File: config.mk
export PLATFORM = sky130hd
export DESIGN_NAME = uart_rx_byte
export DESIGN_NICKNAME = d
export VERILOG_FILES = /design/src/rtl/uart_pkg.sv /design/src/rtl/uart_rx_sync.sv /design/src/rtl/uart_rx_byte.sv
export SDC_FILE = /design/constraint.sdc
export NUM_CORES = 1
export LEC_CHECK = 0
export CAP_MARGIN = 30
export CORE_MARGIN = 3
export CORE_UTILIZATION = 57
export CTS_BUF_LIST = sky130_fd_sc_hd__clkbuf_4 sky130_fd_sc_hd__clkbuf_8
export DETAILED_ROUTE_END_ITERATION = 12
export HOLD_SLACK_MARGIN = 0.15
export PLACE_DENSITY = 0.81
export SETUP_SLACK_MARGIN = 0.4
export SYNTH_ARGS = -nofsm -noshare
export SYNTH_HDL_FRONTEND = slang
export SYNTH_SLANG_ARGS = --single-unit
export TNS_END_PERCENT = 10
File: constraint.sdc
create_clock -name clk -period 2.35 [get_ports clk]
set_input_delay 0.47 -clock clk [delete_from_list [all_inputs] [get_ports clk]]
set_output_delay 0.47 -clock clk [all_outputs]
set_load 0.03 [all_outputs]
File: src/rtl/uart_pkg.sv
// uart_pkg: shared types and defaults for the UART receive path.
//   uart_state_e   - receive framer FSM states (3-bit encoding)
//   UART_DATA_BITS - data bits per character
//   UART_GUARD     - clk cycles to ignore baud edges after a start edge
package uart_pkg;

  typedef enum logic [2:0] {
    IDLE      = 3'd0,
    START     = 3'd1,
    DATA      = 3'd2,
    STOP      = 3'd3,
    WAIT_IDLE = 3'd4
  } uart_state_e;

  localparam int unsigned UART_DATA_BITS = 8;
  localparam int unsigned UART_GUARD     = 16;

endpackage

File: src/rtl/uart_rx_sync.sv
// uart_rx_sync: 2-flop synchronizer plus one delay flop with edge detect.
//   clk, rst_n - system clock, async active-low reset
//   din        - asynchronous input
//   sync       - synchronized level (second flop)
//   edge_p     - 1-cycle pulse: rising edge when RISE=1, falling edge when RISE=0
// RST_VAL sets all three flops at reset so no spurious edge follows reset.
module uart_rx_sync #(
  parameter logic RST_VAL = 1'b1,
  parameter bit   RISE    = 1'b1
) (
  input  logic clk,
  input  logic rst_n,
  input  logic din,
  output logic sync,
  output logic edge_p
);

  logic meta;
  logic dly;

  always_ff @(posedge clk or negedge rst_n) begin
    if (!rst_n) begin
      meta <= RST_VAL;
      sync <= RST_VAL;
      dly  <= RST_VAL;
    end else begin
      meta <= din;
      sync <= meta;
      dly  <= sync;
    end
  end

  assign edge_p = RISE ? (sync & ~dly) : (~sync & dly);

endmodule

File: src/rtl/uart_rx_byte.sv
// uart_rx_byte: 8N1 (parameterisable) UART receive framer, LSB first.
//   clk, rst_n - system clock, async active-low reset
//   clk_bps    - baud square wave, rising edge at bit centre
//   mosi       - raw serial line, idle high
//   fifo_full  - RX FIFO full, sampled only when the stop bit is decided
//   wr_en      - 1-cycle FIFO write strobe, wr_data valid with it
//   wr_data    - received character, held between strobes
//   frame_err  - 1-cycle pulse when the stop bit samples 0
//   overrun    - 1-cycle pulse when a good character is dropped (FIFO full)
//   busy       - high whenever the framer is not IDLE
module uart_rx_byte
  import uart_pkg::*;
#(
  parameter int unsigned DATA_BITS = UART_DATA_BITS,
  parameter int unsigned GUARD     = UART_GUARD
) (
  input  logic                 clk,
  input  logic                 rst_n,
  input  logic                 clk_bps,
  input  logic                 mosi,
  input  logic                 fifo_full,
  output logic                 wr_en,
  output logic [DATA_BITS-1:0] wr_data,
  output logic                 frame_err,
  output logic                 overrun,
  output logic                 busy
);

  localparam int unsigned CNT_W = $clog2(DATA_BITS + 1);
  localparam int unsigned GRD_W = $clog2(GUARD + 1);
  localparam logic [CNT_W-1:0] LAST_BIT   = CNT_W'(DATA_BITS - 1);
  localparam logic [GRD_W-1:0] GUARD_LOAD = GRD_W'(GUARD);

  logic rx_s;
  logic start_edge;
  logic bps_rise;
  logic bps_level_unused;

  uart_rx_sync #(.RST_VAL(1'b1), .RISE(1'b0)) u_sync_rx (
    .clk    (clk),
    .rst_n  (rst_n),
    .din    (mosi),
    .sync   (rx_s),
    .edge_p (start_edge)
  );

  uart_rx_sync #(.RST_VAL(1'b0), .RISE(1'b1)) u_sync_bps (
    .clk    (clk),
    .rst_n  (rst_n),
    .din    (clk_bps),
    .sync   (bps_level_unused),
    .edge_p (bps_rise)
  );

  uart_state_e           state, state_nxt;
  logic [GRD_W-1:0]      guard_cnt, guard_nxt;
  logic [CNT_W-1:0]      bit_cnt, bit_nxt;
  logic [DATA_BITS-1:0]  shreg, shreg_nxt;
  logic [DATA_BITS-1:0]  wr_data_nxt;
  logic                  wr_en_nxt, frame_err_nxt, overrun_nxt;

  always_ff @(posedge clk or negedge rst_n) begin
    if (!rst_n) begin
      state     <= IDLE;
      guard_cnt <= '0;
      bit_cnt   <= '0;
      shreg     <= '0;
      wr_en     <= 1'b0;
      wr_data   <= '0;
      frame_err <= 1'b0;
      overrun   <= 1'b0;
    end else begin
      state     <= state_nxt;
      guard_cnt <= guard_nxt;
      bit_cnt   <= bit_nxt;
      shreg     <= shreg_nxt;
      wr_en     <= wr_en_nxt;
      wr_data   <= wr_data_nxt;
      frame_err <= frame_err_nxt;
      overrun   <= overrun_nxt;
    end
  end

  always_comb begin
    state_nxt     = state;
    guard_nxt     = guard_cnt;
    bit_nxt       = bit_cnt;
    shreg_nxt     = shreg;
    wr_data_nxt   = wr_data;
    wr_en_nxt     = 1'b0;
    frame_err_nxt = 1'b0;
    overrun_nxt   = 1'b0;

    case (state)
      IDLE: begin
        if (start_edge) begin
          state_nxt = START;
          guard_nxt = GUARD_LOAD;
        end
      end
      START: begin
        // Baud edges during the guard window belong to the generator's
        // re-alignment, not to the start-bit centre.
        if (guard_cnt != '0) begin
          guard_nxt = guard_cnt - GRD_W'(1);
        end else if (bps_rise) begin
          if (!rx_s) begin
            state_nxt = DATA;
            bit_nxt   = '0;
          end else begin
            state_nxt = IDLE;
          end
        end
      end
      DATA: begin
        if (bps_rise) begin
          shreg_nxt = {rx_s, shreg[DATA_BITS-1:1]};
          bit_nxt   = bit_cnt + CNT_W'(1);
          if (bit_cnt == LAST_BIT) state_nxt = STOP;
        end
      end
      STOP: begin
        if (bps_rise) begin
          if (rx_s) begin
            state_nxt = IDLE;
            if (fifo_full) begin
              overrun_nxt = 1'b1;
            end else begin
              wr_en_nxt   = 1'b1;
              wr_data_nxt = shreg;
            end
          end else begin
            frame_err_nxt = 1'b1;
            state_nxt     = WAIT_IDLE;
          end
        end
      end
      WAIT_IDLE: begin
        if (rx_s) state_nxt = IDLE;
      end
      default: state_nxt = IDLE;
    endcase
  end

  assign busy = (state != IDLE);

endmodule

Word level (Yosys, flattened, before mapping)
Cells that the tools add are included.
W data, S select, Z words.
{"block": "word_totals", "register_bits": 37, "in_bits": 5, "wordCells": 74}
{"block": "op_classes", "add_sub_neg": 2, "eq_ne": 14, "n_mux": 29, "bitwise_logic": 5, "n_reduce_logical": 10}
{"op": "$mux W3", "count": 8}
{"op": "$mux W4", "count": 4}
{"op": "$ne A2 B2 Y1 const B", "count": 8}
{"op": "$pmux W3 S5", "count": 1}
{"op": "$mux W1", "count": 11}
{"op": "$mux W5", "count": 2}
{"op": "$pmux W5 S2", "count": 1}
{"op": "$pmux W4 S2", "count": 1}
{"op": "$reduce_and A7 Y1", "count": 1}
{"op": "$eq A3 B2 Y1 const B", "count": 2}
{"op": "$reduce_and A5 Y1", "count": 1}
{"op": "$reduce_bool A5 Y1", "count": 1}
{"op": "$sub A5 B1 Y5 const B", "count": 1}
{"op": "$add A4 B1 Y4 const B", "count": 1}
{"op": "$eq A4 B3 Y1 const B", "count": 1}
{"op": "$reduce_and A4 Y1", "count": 1}
{"op": "$reduce_bool A2 Y1", "count": 2}
{"op": "$eq A3 B1 Y1 const B", "count": 1}
{"op": "$eq A3 B3 Y1 const B", "count": 1}
{"op": "$logic_not A3 Y1", "count": 1}
{"op": "$not A1 Y1", "count": 3}
{"op": "$reduce_and A3 Y1", "count": 1}
{"op": "$reduce_bool A3 Y1", "count": 1}
{"op": "$and A1 B1 Y1", "count": 2}
{"op": "other kinds (3)", "count": 3}

Depth between registers and ports, before layout
{"block": "logic_depth", "depth_word": 5, "mapped_depth": 7, "depth_no_buf": 6}

Cells and area by module
A second synthesis with hierarchy kept.
{"block": "unflattened", "hier_cells": 122, "area_unflattened_um2": 1597.8}
{"mod": "uart_rx_byte", "n_inst": 1, "cells_each": 114, "area_per_inst_um2": 1416.4, "seq_area_each_um2": 775.7}
{"mod": "uart_rx_sync at u_sync_rx", "n_inst": 1, "cells_each": 4, "area_per_inst_um2": 92.6, "seq_area_each_um2": 78.8}
{"mod": "uart_rx_sync at u_sync_bps", "n_inst": 1, "cells_each": 4, "area_per_inst_um2": 88.8, "seq_area_each_um2": 75.1}

Worst setup path before layout
Ideal clock, no wire load.
{"block": "synth_path", "path_type": "register -> register", "startpoint": "register guard_cnt[0]", "endpoint": "register bit_cnt[3]", "setup_ps": 124, "arrival_time_ps": 1802, "setup_slack_ps": 424, "path_stages_with_launch": 8, "path_buffers": 1, "period_less_slack_ps": 1926, "path_cell_list": "dfrtp_1 -> inv_1 -> ha_1 -> or4b_1 -> buf_2 -> nor4b_4 -> o21ai_2 -> a211o_1"}
{"block": "synth_between", "elab_chain_len": 3}
{"element": "start: declaration", "line": "uart_rx_byte.sv:56", "source": "logic [GRD_W-1:0] guard_cnt, guard_nxt;"}
{"element": "start signal: assignment", "line": "uart_rx_byte.sv:74", "source": "guard_cnt <= guard_nxt;"}
{"element": "$reduce_bool A5 Y1", "line": "uart_rx_byte.sv:104", "source": "if (guard_cnt != '0) begin"}
{"element": "$ne A2 B2 Y1 (no source line)"}
{"element": "$reduce_and A5 Y1 (no source line)"}
{"element": "end signal: assignment", "line": "uart_rx_byte.sv:75", "source": "bit_cnt <= bit_nxt;"}
{"element": "end: declaration", "line": "uart_rx_byte.sv:57", "source": "logic [CNT_W-1:0] bit_cnt, bit_nxt;"}
No other way between the ends.
A chain may end at the register's enable or synchronous reset.

Final worst setup path
Ends and elaborated chain as after synthesis.

==> results_dict.tcl <==
set metrics [dict create \
    synth-seq-cells 37 \
    dp_hpwl_um 1900 \
    max-vdd-ir-drop_mv 0.838 \
    cts_hold_buf 0 \
    synthArstFlopShare_pct 100 \
    htree_levels 2 \
    crit_path_top_delay_cell "or4b_4" \
    seq_power_share_pct 46.8 \
    synth_fp_nets 132 \
    drc 0 \
    die_h_um 58.3 \
    path_cells "inv_2, ha_4, or4b_4, nor4b_4, o21ai_2, a211o_1" \
    synth-warning-count 0 \
    critPathKind "reg2reg" \
    yosys.area_share.adder_pct 1.60 \
    synth_top_area_share_pct 54.5 \
    antenna_left 0 \
    cp.depth 6 \
    pwr-share-comb_pct 25.7 \
    root_buffer "clkbuf_4" \
    switching_share_pct 29.0 \
    maxCapViolations 0 \
    regArea_um2 933 \
    finalWirelength_um 2870 \
    die_area_um2 3400 \
    vias 1047 \
    synth_edf_count 0 \
    internal_power_mw 1.20 \
    final_cell_mix "31 x dfrtp_1, 17 x mux2_2, 15 x clkdlybuf4s50_1, 12 x nor2_1, 11 x buf_4" \
    netlist_area_um2 1560 \
    synth_cell_types 34 \
    grt_pass1_wl_um 4930 \
    diodes 0 \
    drive_gt1_share_pct 34.0 \
    r2r-start "guard_cnt[0]" \
    critPathLaunchType "register" \
    port_buffers 16 \
    reg2regPathDepth 6 \
    synthCells 125 \
    path_delay_family "simple AND/OR/NAND/NOR gates" \
    min_path_cells 0 \
    synth_mux_area_share_pct 12.3 \
    power_mw 1.69 \
    cts_buffers 5 \
    syn_to_final_growth_pct 22.9 \
    synth_area_leader_cell "dfrtp_1" \
    synth_compound_area_share_pct 6.74 \
    clk_pin_slew_ns 0.10 \
    cp.arrival_ns 2.13 \
    grt_max_degree 38 \
    p_switching_mw 0.491 \
    final_nets 159 \
    hold_violations 0 \
    core_um2 2540 \
    worst_hold_startpoint "u_sync_rx.meta" \
    end_kind "register" \
    antenna_found_initial 0 \
    hold_path_class "reg2reg" \
    rows 18 \
    worstSkewPairLatency_ns 0.34 \
    synth_area_leaders "dfrtp_1 55%, mux2_2 12%, dfstp_2 5.1%" \
    die_w_um 58.3 \
    cpPeakStageDelay_ns 0.48 \
    vias_per_cell 5.72 \
    clock_path_buffers 2 \
    avgRoutedWirePerCell_um 15.7 \
    ys_seq_area_share_pct 59.6 \
    cts_tree "yes" \
    cts_sinks 37 \
    multi_input_area_um2 606 \
    relSlewSlack_pct 64.9 \
    synthXorXnorAreaFrac_pct 1.12 \
    cp_num_buf_inv 1 \
    synthSimpleGateAreaFrac_pct 15.6 \
    fin_crit_ns 1.90 \
    io_pins 17 \
    setup_viol 0 \
    power_density_nw_per_um2 883 \
    setup_slack_ns 0.454 \
    ys.flop_type "dfrtp_1" \
    clock_power_share_pct 27.6 \
    place.gp.congestion 0.777 \
    skew_ns 0.0101 \
    critPathRequiredTime_ns 2.58 \
    grt-ovfl-total 0 \
    drt_pass1_iterations 4 \
    fin_crit_sh_pct 80.7 \
    cp_max_fo 4 \
    grtUsageTotal_pct 19.9 \
    worst_pin_slew_ns 0.526 \
    synth_top_family_by_area "simple AND/OR/NAND/NOR gates" \
    setup_tns_ns 0 \
    status "finished clean" \
    syn_area_per_cell_um2 12.5 \
    dp_slack_ns 0.283 \
    slew_viol_final 0 \
    fillers 149 \
    max_clock_freq_mhz 527 \
    final_common_cell "dfrtp_1" \
    drtIter0Drc 46 \
    startpoint "guard_cnt[0]" \
    grt_pass1_vias 1061 \
    rsz0062_at_grt "true" \
    p_leak_nw 0.920 \
    start_util_pct 61.3 \
]
==> path summary, 6_finish.rpt <==
check | end | slack [ns]
worst max-delay path | bit_cnt[3] | 0.45
worst min-delay path | u_sync_rx.sync | 0.37
worst max register to register | bit_cnt[3] | 0.45
worst min register to register | u_sync_rx.sync | 0.37
max in group asynchronous | u_sync_rx.meta | 1.47
min in group asynchronous | frame_err | 0.54
==> area by class of cell <==
cell class | count | area share, %
Clock buffer | 7 | 3.07
Timing Repair Buffer | 27 | 12.4
Multi-Input combinational cell | 77 | 31.6
Tap cell | 30 | 1.96
Inverter | 4 | 0.783
Clock inverter | 1 | 1.57
Sequential cell | 37 | 48.7
==> cell families (layout without fill, tap and decap cells) <==
group | Yosys count | after routing
AOI/OAI and AO/OA | 15 | 15
xor gates and xnor gates | 2 | 2
adders and majority gates | 2 | 2
buffers and inverters | 11 | 39
DFF | 37 | 37
muxes | 17 | 17
and+or+nand+nor | 41 | 41
==> Yosys cell counts, types with 2 or more instances <==
cell type / instances
inv_1: 4
ha_1: 2
o22ai_1: 2
a22o_1: 2
nand2_1: 6
nor2b_1: 2
nor2_1: 12
nand4_1: 2
o21ai_0: 3
nor3_1: 2
nand3b_1: 2
nor3b_1: 3
a211o_1: 2
buf_2: 3
dfrtp_1: 34
or3_1: 2
nand3_1: 2
a21oi_1: 3
mux2_2: 17
xor2_1: 2
dfstp_2: 3
clkbuf_1: 3
==> state kept, by name, summed over array words and instances, names as in the netlist <==
| name | count |
|---|---|
| u_sync_rx.meta | 1 |
| guard_cnt | 5 |
| overrun | 1 |
| bit_cnt | 4 |
| u_sync_bps.dly | 1 |
| state | 3 |
| wr_en | 1 |
| u_sync_rx.dly | 1 |
| frame_err | 1 |
| u_sync_rx.sync | 1 |
| u_sync_bps.meta | 1 |
| wr_data | 8 |
| shreg | 8 |
| u_sync_bps.sync | 1 |
==> routing by layer <==
metal | global-route usage [%] | part of all wire (%) | vias up
li1 | - | - | 496
met5 | 0 | 0 | -
met2 | 30.0 | 49 | 20
met4 | 10.6 | 2.1 | 0
met1 | 26.3 | 45 | 524
met3 | 5.48 | 4.6 | 7
==> per-stage QoR <==
| stage | hold WS [ns] | std cells | utilization [%] | area [um2] |
|---|---|---|---|---|
| floorplan | 0.174 | 125 | - | 1560 |
| global placement | 0.342 | 168 | 68.9 | 1750 |
| detailed placement | 0.353 | 168 | 68.9 | 1750 |
| CTS | 0.367 | 179 | 73.8 | 1880 |
| global route | 0.369 | 183 | 75.4 | 1920 |
| finish | 0.366 | 183 | 75.4 | 1920 |
==> power by group through the flow <==
stage          combinational (mW)  clock (mW)  sequential [mW]
2_1_floorplan               0.266           0            0.777
3_3_place_gp                0.317           0            0.802
3_5_place_dp                0.336           0            0.806
4_1_cts                     0.355       0.476            0.794
5_1_grt                     0.483       0.507            0.802
6_report                    0.434       0.466            0.792
==> what timing repair did <==
action / in CTS / in global routing
resized for setup: 7 / 8
setup buffers: 3 / 4
setup endpoints to repair: 13 / 11
pin swaps: 0 / 1
No activity file was read; power rests on OpenSTA's default activity.
